### config.mk
export PLATFORM = sky130hd
export DESIGN_NAME = age_matrix_issue_sel
export DESIGN_NICKNAME = d
export VERILOG_FILES = /design/src/rtl/age_matrix_issue_sel_pkg.sv /design/src/rtl/age_matrix_oldest_pick.sv /design/src/rtl/age_matrix_issue_sel.sv
export SDC_FILE = /design/constraint.sdc
export NUM_CORES = 1
export LEC_CHECK = 0
export ABC_AREA = 1
export BUFFER_PORTS_ARGS = -buffer_cell sky130_fd_sc_hd__buf_2
export CAP_MARGIN = 30
export CORE_MARGIN = 5
export CORE_UTILIZATION = 45
export DETAILED_ROUTE_END_ITERATION = 8
export GPL_TIMING_DRIVEN = 1
export PLACE_DENSITY = 0.66
export SLEW_MARGIN = 20
export SYNTH_ARGS = -nofsm -noshare
export SYNTH_HDL_FRONTEND = slang
export SYNTH_HIERARCHICAL = 1
export SYNTH_SLANG_ARGS = --single-unit
### constraint.sdc
create_clock -name clk_i -period 1.65 [get_ports clk_i]
set_input_delay 0 -clock clk_i [delete_from_list [all_inputs] [get_ports clk_i]]
set_output_delay 0 -clock clk_i [all_outputs]
set_load 0.02 [all_outputs]
### src/rtl/age_matrix_issue_sel_pkg.sv
// Shared configuration for the age-matrix selectors used by the issue queue and
// the load/store queues: default slot count, derived index width and the row
// type of an age matrix sized for that default.
package age_matrix_issue_sel_pkg;

    // Default number of slots in an issue queue.
    localparam int unsigned ISSUE_Q_N = 8;

    // Slot index width for the default issue-queue size.
    localparam int unsigned ISSUE_Q_IDX_W = $clog2(ISSUE_Q_N);

    // One row of the age matrix: bit j set means "this slot is older than slot j".
    typedef logic [ISSUE_Q_N-1:0] age_row_t;

endpackage : age_matrix_issue_sel_pkg

### src/rtl/age_matrix_oldest_pick.sv
// Purely combinational oldest-first pick over an N x N age matrix.
// A candidate wins when no other candidate is marked older than it.
// Ports:
//   cand   - candidate slots (occupied and requesting)
//   older  - age matrix, older[j][i]=1 means slot j entered before slot i
//   grant  - one-hot winner (zero when no candidate)
//   idx    - encoded winner index (zero when no candidate)
//   any    - at least one candidate present
module age_matrix_oldest_pick
    import age_matrix_issue_sel_pkg::*;
#(
    parameter  int unsigned N     = ISSUE_Q_N,
    localparam int unsigned IDX_W = $clog2(N)
) (
    input  logic [N-1:0]          cand,
    input  logic [N-1:0][N-1:0]   older,
    output logic [N-1:0]          grant,
    output logic [IDX_W-1:0]      idx,
    output logic                  any
);

    logic [N-1:0] blocked;

    // A slot is blocked if any other candidate is older than it; diagonal ignored.
    always_comb begin
        blocked = '0;
        for (int unsigned i = 0; i < N; i++) begin
            for (int unsigned j = 0; j < N; j++) begin
                if (j != i && cand[j] && older[j][i]) begin
                    blocked[i] = 1'b1;
                end
            end
        end
    end

    assign grant = cand & ~blocked;

    // One-hot to binary; OR-reduction is exact because grant is one-hot.
    always_comb begin
        idx = '0;
        for (int unsigned i = 0; i < N; i++) begin
            if (grant[i]) begin
                idx = idx | IDX_W'(i);
            end
        end
    end

    assign any = |cand;

endmodule : age_matrix_oldest_pick

### src/rtl/age_matrix_issue_sel.sv
// Stateful oldest-first issue selector for issue-queue slots. Tracks slot
// occupancy and relative age internally (N x N age matrix) and offers the
// oldest ready entry on a valid/ready issue port.
// Optional build macro: AGE_MATRIX_ISSUE_SEL_OUT_REG_EN adds a one-entry output
// register on the issue port (one cycle extra latency, outputs hold under
// backpressure, issue takes effect when the register loads).
// Ports:
//   clk_i, rst_n_i - clock, asynchronous active-low reset
//   flush_i        - synchronous clear of all slots (and of the output register)
//   ins_valid_i    - insert a new entry into slot ins_idx_i
//   ins_idx_i      - slot receiving the new entry
//   req_i          - per-slot ready-to-issue, qualified by occupancy
//   sel_valid_o    - an entry is offered
//   sel_idx_o      - index of the offered entry
//   sel_ready_i    - consumer accepts the offered entry
//   occ_o          - occupancy mask
//   full_o/empty_o - all / no slots occupied
module age_matrix_issue_sel
    import age_matrix_issue_sel_pkg::*;
#(
    parameter  int unsigned N     = ISSUE_Q_N,
    localparam int unsigned IDX_W = $clog2(N)
) (
    input  logic             clk_i,
    input  logic             rst_n_i,
    input  logic             flush_i,
    input  logic             ins_valid_i,
    input  logic [IDX_W-1:0] ins_idx_i,
    input  logic [N-1:0]     req_i,
    output logic             sel_valid_o,
    output logic [IDX_W-1:0] sel_idx_o,
    input  logic             sel_ready_i,
    output logic [N-1:0]     occ_o,
    output logic             full_o,
    output logic             empty_o
);

    logic [N-1:0]           occ_q;
    logic [N-1:0]           occ_d;
    logic [N-1:0]           occ_pre;
    logic [N-1:0]           cand;
    logic [N-1:0]           grant;
    logic [N-1:0]           clr_mask;
    logic [N-1:0]           ins_mask;
    logic [N-1:0]           ins_ok;
    logic [N-1:0][N-1:0]    older_q;
    logic [N-1:0][N-1:0]    older_d;
    logic [IDX_W-1:0]       pick_idx;
    logic                   pick_any;
    logic                   issue_fire;

    assign cand = occ_q & req_i;

    age_matrix_oldest_pick #(
        .N (N)
    ) u_pick (
        .cand  (cand),
        .older (older_q),
        .grant (grant),
        .idx   (pick_idx),
        .any   (pick_any)
    );

`ifdef AGE_MATRIX_ISSUE_SEL_OUT_REG_EN
    logic             out_v_q;
    logic [IDX_W-1:0] out_idx_q;
    logic             load;

    assign sel_valid_o = out_v_q;
    assign sel_idx_o   = out_idx_q;
    assign issue_fire  = out_v_q & sel_ready_i;
    // Register refills when empty or when its current entry is taken.
    assign load        = ~out_v_q | issue_fire;
    // Slot leaves the queue as it moves into the output register.
    assign clr_mask    = load ? grant : '0;

    // Output register holding the offered entry.
    always_ff @(posedge clk_i or negedge rst_n_i) begin
        if (!rst_n_i) begin
            out_v_q   <= 1'b0;
            out_idx_q <= '0;
        end else if (flush_i) begin
            out_v_q   <= 1'b0;
        end else if (load) begin
            out_v_q   <= pick_any;
            out_idx_q <= pick_idx;
        end
    end
`else
    assign sel_valid_o = pick_any;
    assign sel_idx_o   = pick_idx;
    assign issue_fire  = pick_any & sel_ready_i;
    assign clr_mask    = issue_fire ? grant : '0;
`endif

    // Occupancy after this cycle's issue, used to decide who is older than a new entry.
    assign occ_pre = occ_q & ~clr_mask;

    // Decode the insert target; out-of-range indices match nothing.
    always_comb begin
        ins_mask = '0;
        for (int unsigned i = 0; i < N; i++) begin
            ins_mask[i] = ins_valid_i & (ins_idx_i == IDX_W'(i));
        end
    end

    // Inserting into a slot that stays occupied is dropped.
    assign ins_ok = ins_mask & ~occ_pre;

    // Next occupancy and age matrix; flush drops insert and issue alike.
    always_comb begin
        occ_d   = occ_pre | ins_ok;
        older_d = older_q;
        for (int unsigned k = 0; k < N; k++) begin
            if (ins_ok[k]) begin
                older_d[k] = '0;
                for (int unsigned j = 0; j < N; j++) begin
                    if (j != k) begin
                        older_d[j][k] = occ_pre[j];
                    end
                end
            end
        end
        if (flush_i) begin
            occ_d   = '0;
            older_d = older_q;
        end
    end

    // State registers; diagonal bits stay zero and reduce to constants.
    always_ff @(posedge clk_i or negedge rst_n_i) begin
        if (!rst_n_i) begin
            occ_q   <= '0;
            older_q <= '0;
        end else begin
            occ_q   <= occ_d;
            older_q <= older_d;
        end
    end

    assign occ_o   = occ_q;
    assign full_o  = &occ_q;
    assign empty_o = ~|occ_q;

`ifndef SYNTHESIS
    // Inserting over a live entry that is not leaving this cycle is a caller bug.
    ins_clash_a : assert property (@(posedge clk_i) disable iff (!rst_n_i)
        !flush_i |-> ~|(ins_mask & occ_pre))
        else $error("age_matrix_issue_sel: insert into occupied slot %0d", ins_idx_i);
`endif

endmodule : age_matrix_issue_sel

==> impl_metrics.env, run 1 <==
export IMPL_grt_pass1_wl_um=18250
export IMPL_crit_required_ps=1890
export IMPL_reg2reg_to="older_q[24]"
export IMPL_cts_buffers=9
export IMPL_cp_end_kind="flop"
export IMPL_path_depth=15
export IMPL_max_freq_mhz=502.4
export IMPL_setup_ws_ps=-340.4
export IMPL_grt_pass1_vias=3589
export IMPL_die_h_um=98.90
export IMPL_timing_slew_headroom_pct=65.51
export IMPL_die_area_um2=9780
export IMPL_dp_slack_ps=-287.4
export IMPL_syn_cell_area_um2=3556
export IMPL_clk_pin_slew_ps=80
export IMPL_cp_startpoint="occ_o[7]"
export IMPL_antenna_found_initial=0
export IMPL_htree_levels=3
export IMPL_final_setup_tns_ps=-18210
export IMPL_tightestPinTransition_ps=515.5
export IMPL_final_core_util_pct=63.55
export IMPL_holdWs_ps=144.6
export IMPL_ff2ff_path_depth=15
export IMPL_finalNetCount=613
export IMPL_routed_via_density=5.268
export IMPL_crit_chain="nand2_2 -> clkinvlp_4 -> buf_6 -> nand2_2 -> nand2_2 -> nor2_1 -> nand2_1 -> inv_1 -> nand3_2 -> nand2_4 -> nand2_8 -> nand2_1 -> nand2_1 -> nand2_1 -> nand2_1"
export IMPL_critPathTopFamily="simple AND/OR/NAND/NOR gates"
export IMPL_drc=0
export IMPL_cts_buffer_depth=2
export IMPL_via_count=3709
export IMPL_cts_root_buffer="clkbuf_8"
export IMPL_io_pins=30
export IMPL_critPathArrivalTime_ps=2230
export IMPL_clk_latency_ps=350
export IMPL_cp_common_cell="nand2_1"
export IMPL_die_x_um=98.90
export IMPL_port_buffers=29
export IMPL_synthCells=527
export IMPL_grt_total_usage_pct=23.89
export IMPL_hp_class="input pin to flop"
export IMPL_skew_ps=11.94
export IMPL_antenna_cells=0
export IMPL_status="finished with violations"
export IMPL_hold_viol=0
export IMPL_synthesis_nets=543
export IMPL_crit_slowest_cell="dfrtp_1"
export IMPL_vdd_drop_max_uv=507.5
export IMPL_slew_viol_final=0
export IMPL_rows=32
export IMPL_start_util_pct=46.02
export IMPL_worst_setup_path_type="flop to flop"
export IMPL_dr_pass1_iters=5
export IMPL_p_leak_nw=2.708
export IMPL_areaGrowthSynthToFinish_pct=38.11
export IMPL_gp_congestion=0.9067
export IMPL_slowest_delay_ps=400
export IMPL_rsz0062_at_grt="true"
export IMPL_drive_gt1_share_pct=35.05
export IMPL_setup_viol=67
export IMPL_clkSinkCount=64
export IMPL_syn_avg_cell_area_um2=6.747
export IMPL_p_per_area_nw_per_um2=695.7
export IMPL_core_um2=7727
export IMPL_r2r_start="occ_o[7]"
export IMPL_drtIter0Drc=200
export IMPL_violations="setup timing"
export IMPL_wire_per_inst_um=16.51
export IMPL_reg2reg_slack_ps=-340
export IMPL_overflow=0
export IMPL_critPathLaunchType="flop"
export IMPL_post_route_period_util_pct=120.6
export IMPL_total_power_w=0.003416
export IMPL_dp_hpwl_um=7568
export IMPL_critPathBufInv=3
export IMPL_max_cap_viol_count=0
export IMPL_crit_fanout=8
export IMPL_ant_nets=0
export IMPL_routed_wl_um=11620
export IMPL_period_minus_slack_ps=1990
export IMPL_cts_tree="done"
export IMPL_crit_end="older_q[24]"
export IMPL_yosysWarnings=6
export IMPL_grt_max_degree=67
[metrics by stage]
stage	instances	cell area, um^2
after detailed placement	668	4088
after global routing	704	4911
after CTS	700	4691
after global placement	668	4088
final	704	4911
after floorplan	527	3717
[metal layers]
layer	routed length, um	share of wire, %	GRT usage (%)	vias to the layer above
li1	-	-	-	1752
met1	4828	42	31.74	1767
met2	5509	47	37.96	166
met3	1007	8.7	5.662	24
met4	276	2.4	8.718	0
met5	0	0	0	-
[cell usage in the layout, fill, tap and decap left out, types with 6 or more instances in the layout]
cell / n
buf_12: 6
buf_2: 25
buf_4: 27
buf_6: 15
clkbuf_8: 9
clkinvlp_4: 7
dfrtp_1: 59
inv_1: 14
inv_2: 14
nand2_1: 252
nand2_2: 32
nand2_4: 31
nand2_8: 8
nand3_1: 31
nand3_2: 9
nor2_1: 18
nor2_2: 9
o21a_1: 7
[layout make-up]
| type | count | area [um^2] |
|---|---|---|
| clock buffer | 10 | 127.6 |
| clock inverter | 6 | 36.28 |
| fill | 671 | 2816 |
| inverter | 38 | 177.7 |
| multi-input combinational | 409 | 2197 |
| sequential | 64 | 1608 |
| tap | 102 | 127.6 |
| timing repair buffer | 75 | 636.9 |
[flip-flops by register name (all words and copies together) (netlist names)]
register / count
older_q: 56
occ_o: 8
[worst register-to-register path, stage by stage (launching register included)]
cell and delay, ps:
dfrtp_1 400, nand2_2 80, clkinvlp_4 210, buf_6 200, nand2_2 60, nand2_2 60, nor2_1 90, nand2_1 80
inv_1 70, nand3_2 70, nand2_4 130, nand2_8 110, nand2_1 130, nand2_1 70, nand2_1 70, nand2_1 50
[worst min path at each step]
stage,from,to,slack [ps],depth (start not counted)
floorplan,rst_n_i,occ_o[0],-300,0
global placement,rst_n_i,occ_o[0],40,2
detailed placement,rst_n_i,occ_o[0],50,2
CTS,ins_idx_i[1],occ_o[0],130,6
global route,ins_valid_i,occ_o[0],170,5
finish,ins_idx_i[0],occ_o[0],140,6
[timing repair]
action / 4_1_cts / 5_1_grt
setup endpoints to repair: 67 / 68
hold buffers: 2 / 0
setup buffers: 13 / 6
hold endpoints to repair: 65 / 0
resized for setup: 87 / 58
gates cloned: 1 / 0
pin swaps: 21 / 25
[power breakdown]
group | switching (W) | total [W] | internal (W)
clock | 0.000635 | 0.00117 | 0.000537
combinational | 0.000350 | 0.000547 | 0.000198
sequential | 0.0000490 | 0.00170 | 0.00165
total | 0.00103 | 0.00342 | 0.00238
(Power assumes the default switching activity.)
==> run 2, diff against run 1 <==
--- a/config.mk
+++ b/config.mk
@@ -8,8 +8,10 @@
 export ABC_AREA = 1
 export BUFFER_PORTS_ARGS = -buffer_cell sky130_fd_sc_hd__buf_2
 export CAP_MARGIN = 30
+export CORE_ASPECT_RATIO = 0.6
 export CORE_MARGIN = 5
 export CORE_UTILIZATION = 45
+export CTS_CLUSTER_DIAMETER = 30
 export DETAILED_ROUTE_END_ITERATION = 8
 export GPL_TIMING_DRIVEN = 1
 export PLACE_DENSITY = 0.66
==> run 2 against run 1 <==
Compared with the run above: the flow still finishes with violations (setup timing); die area grew 0.59%; sequential cell count unchanged; clock skew down 7.2 ps; sequential share of layout area decreased by 0.40 points; count of clock-buffer cells in the layout rose by 2.
==> impl_metrics.env, run 2 (same netlist as run 1, synthesis figures left out) <==
export IMPL_status="finished with violations"
export IMPL_violations="setup timing"
export IMPL_gp_congestion=0.9912
export IMPL_clkSinkCount=64
export IMPL_routed_via_density=5.393
export IMPL_rsz0062_at_grt="true"
export IMPL_max_cap_viol_count=0
export IMPL_die_h_um=78.86
export IMPL_die_x_um=124.8
export IMPL_critPathLaunchType="flop"
export IMPL_timing_slew_headroom_pct=58.33
export IMPL_final_cells=700
export IMPL_io_pins=30
export IMPL_antenna_found_initial=0
export IMPL_skew_ps=4.761
export IMPL_cts_buffer_depth=2
export IMPL_final_core_util_pct=63.82
export IMPL_period_minus_slack_ps=2094
export IMPL_final_setup_tns_ps=-24630
export IMPL_dp_cells=677
export IMPL_critPathTopFamily="simple AND/OR/NAND/NOR gates"
export IMPL_ant_nets=0
export IMPL_crit_required_ps=1880
export IMPL_die_area_um2=9838
export IMPL_clk_pin_slew_ps=50
export IMPL_clk_latency_ps=340
export IMPL_finalNetCount=604
export IMPL_port_buffers=29
export IMPL_wire_per_inst_um=17.69
export IMPL_post_route_period_util_pct=126.9
export IMPL_mostFrequentLayoutCells="nand2_1, dfrtp_1, nand2_2"
export IMPL_cts_root_buffer="clkbuf_16"
export IMPL_cts_tree="done"
export IMPL_crit_chain="nand2_4 -> clkinvlp_4 -> nand2_1 -> nand4_1 -> nor2_1 -> nand3_2 -> nand2_4 -> nand2_8 -> nand2_4 -> nand2_2 -> nand2_1 -> nand2_1"
export IMPL_dp_hpwl_um=8368
export IMPL_grt_total_usage_pct=25.41
export IMPL_drtIter0Drc=428
export IMPL_via_count=3775
export IMPL_core_um2=7789
export IMPL_largest_register_ffs=56
export IMPL_grt_pass1_wl_um=19010
export IMPL_drc=0
export IMPL_crit_fanout=7
export IMPL_htree_levels=3
export IMPL_vdd_drop_max_uv=593.8
export IMPL_critPathBufInv=1
export IMPL_p_leak_nw=2.735
export IMPL_hp_class="input pin to flop"
export IMPL_slowest_delay_ps=410
export IMPL_start_util_pct=45.65
export IMPL_antenna_cells=0
export IMPL_dr_pass1_iters=6
export IMPL_grt_max_degree=40
export IMPL_final_common_cell="nand2_1"
export IMPL_areaGrowthSynthToFinish_pct=39.80
export IMPL_rows=25
export IMPL_drive_gt1_share_pct=33.95
export IMPL_grt_pass1_vias=3473
export IMPL_crit_slowest_cell="dfrtp_1"
export IMPL_max_freq_mhz=477.7
export IMPL_worst_setup_path_type="flop to flop"
export IMPL_routed_wl_um=12380
export IMPL_slew_viol_final=0
export IMPL_stdcell_area_um2=4971
export IMPL_p_per_area_nw_per_um2=870.5
export IMPL_overflow=0
export IMPL_tightestPinTransition_ps=625.0
export IMPL_setup_viol=68
export IMPL_critPathArrivalTime_ps=2320
export IMPL_top_register="older_q"
export IMPL_dp_slack_ps=-364.9
export IMPL_setup_ws_ps=-443.6
export IMPL_cts_buffers=9
export IMPL_place_area_um2=4093
export IMPL_hold_viol=0
export IMPL_cp_end_kind="flop"
[run 2: cell types whose count changed in the layout (fill, tap and decap cells not counted), moves of 6 or more]
cell / delta
nand2_2: +17
inv_1: +6
nand2_4: -9
clkbuf_16: +9
clkbuf_8: -7
nand2_1: -9
[run 2: worst min-delay path, stage by stage]
cell and delay (ps):
buf_2 120, nand2_1 80, nor2_1 100, o21a_1 200
[run 2: layout make-up]
type,count,area (um^2)
fillers,667,2818
multi-input cells,409,2211
flip-flops and latches,64,1608
repair buffers,65,506.7
clock buffers,12,256.5
inverters,38,181.4
well taps,108,135.1
clock inverters,3,65.06
repair inverters,1,7.507
[run 2: through the flow]
| step | hold WS [ps] | power, W |
|---|---|---|
| after global placement | 39.14 | 0.002153 |
| after CTS | 154.9 | 0.004306 |
| after floorplan | -295.6 | 0.001983 |
| after detailed placement | 43.28 | 0.002162 |
| final | 203.0 | 0.004328 |
| after global routing | 234.9 | 0.004503 |
[run 2: path summary, 6_finish.rpt]
kind	to	slack, ps	cells past startpoint	startpoint
max in group asynchronous	older_q[40]	840	3	rst_n_i
hold / removal	occ_o[7]	200	4	ins_idx_i[0]
setup reg to reg	older_q[2]	-440	12	occ_o[3]
min in group asynchronous	older_q[33]	220	2	rst_n_i
setup / recovery	older_q[2]	-440	12	occ_o[3]
hold reg to reg	older_q[29]	470	2	older_q[29]
[run 2: per-layer routing]
| metal | vias to the layer above | GRT usage (%) | part of all wire, % |
|---|---|---|---|
| met4 | 0 | 6.346 | 1.9 |
| met5 | - | 0 | 0 |
| met2 | 219 | 35.78 | 42 |
| li1 | 1739 | - | - |
| met1 | 1792 | 35.62 | 44 |
| met3 | 25 | 11.29 | 13 |
[run 2: what timing repair did]
action                                 CTS  global route
gates cloned                             1             1
hold buffers                             2             0
setup buffers                            3             1
setup endpoints to repair               68            68
pin swaps                               23            23
endpoints found under the hold margin   23             0
gates resized for setup                 82            56
[run 2: power breakdown]
group          switching (W)  total, W  internal, W
registers          0.0000540   0.00171      0.00165
logic               0.000364  0.000550     0.000185
clock network       0.000679   0.00207      0.00139
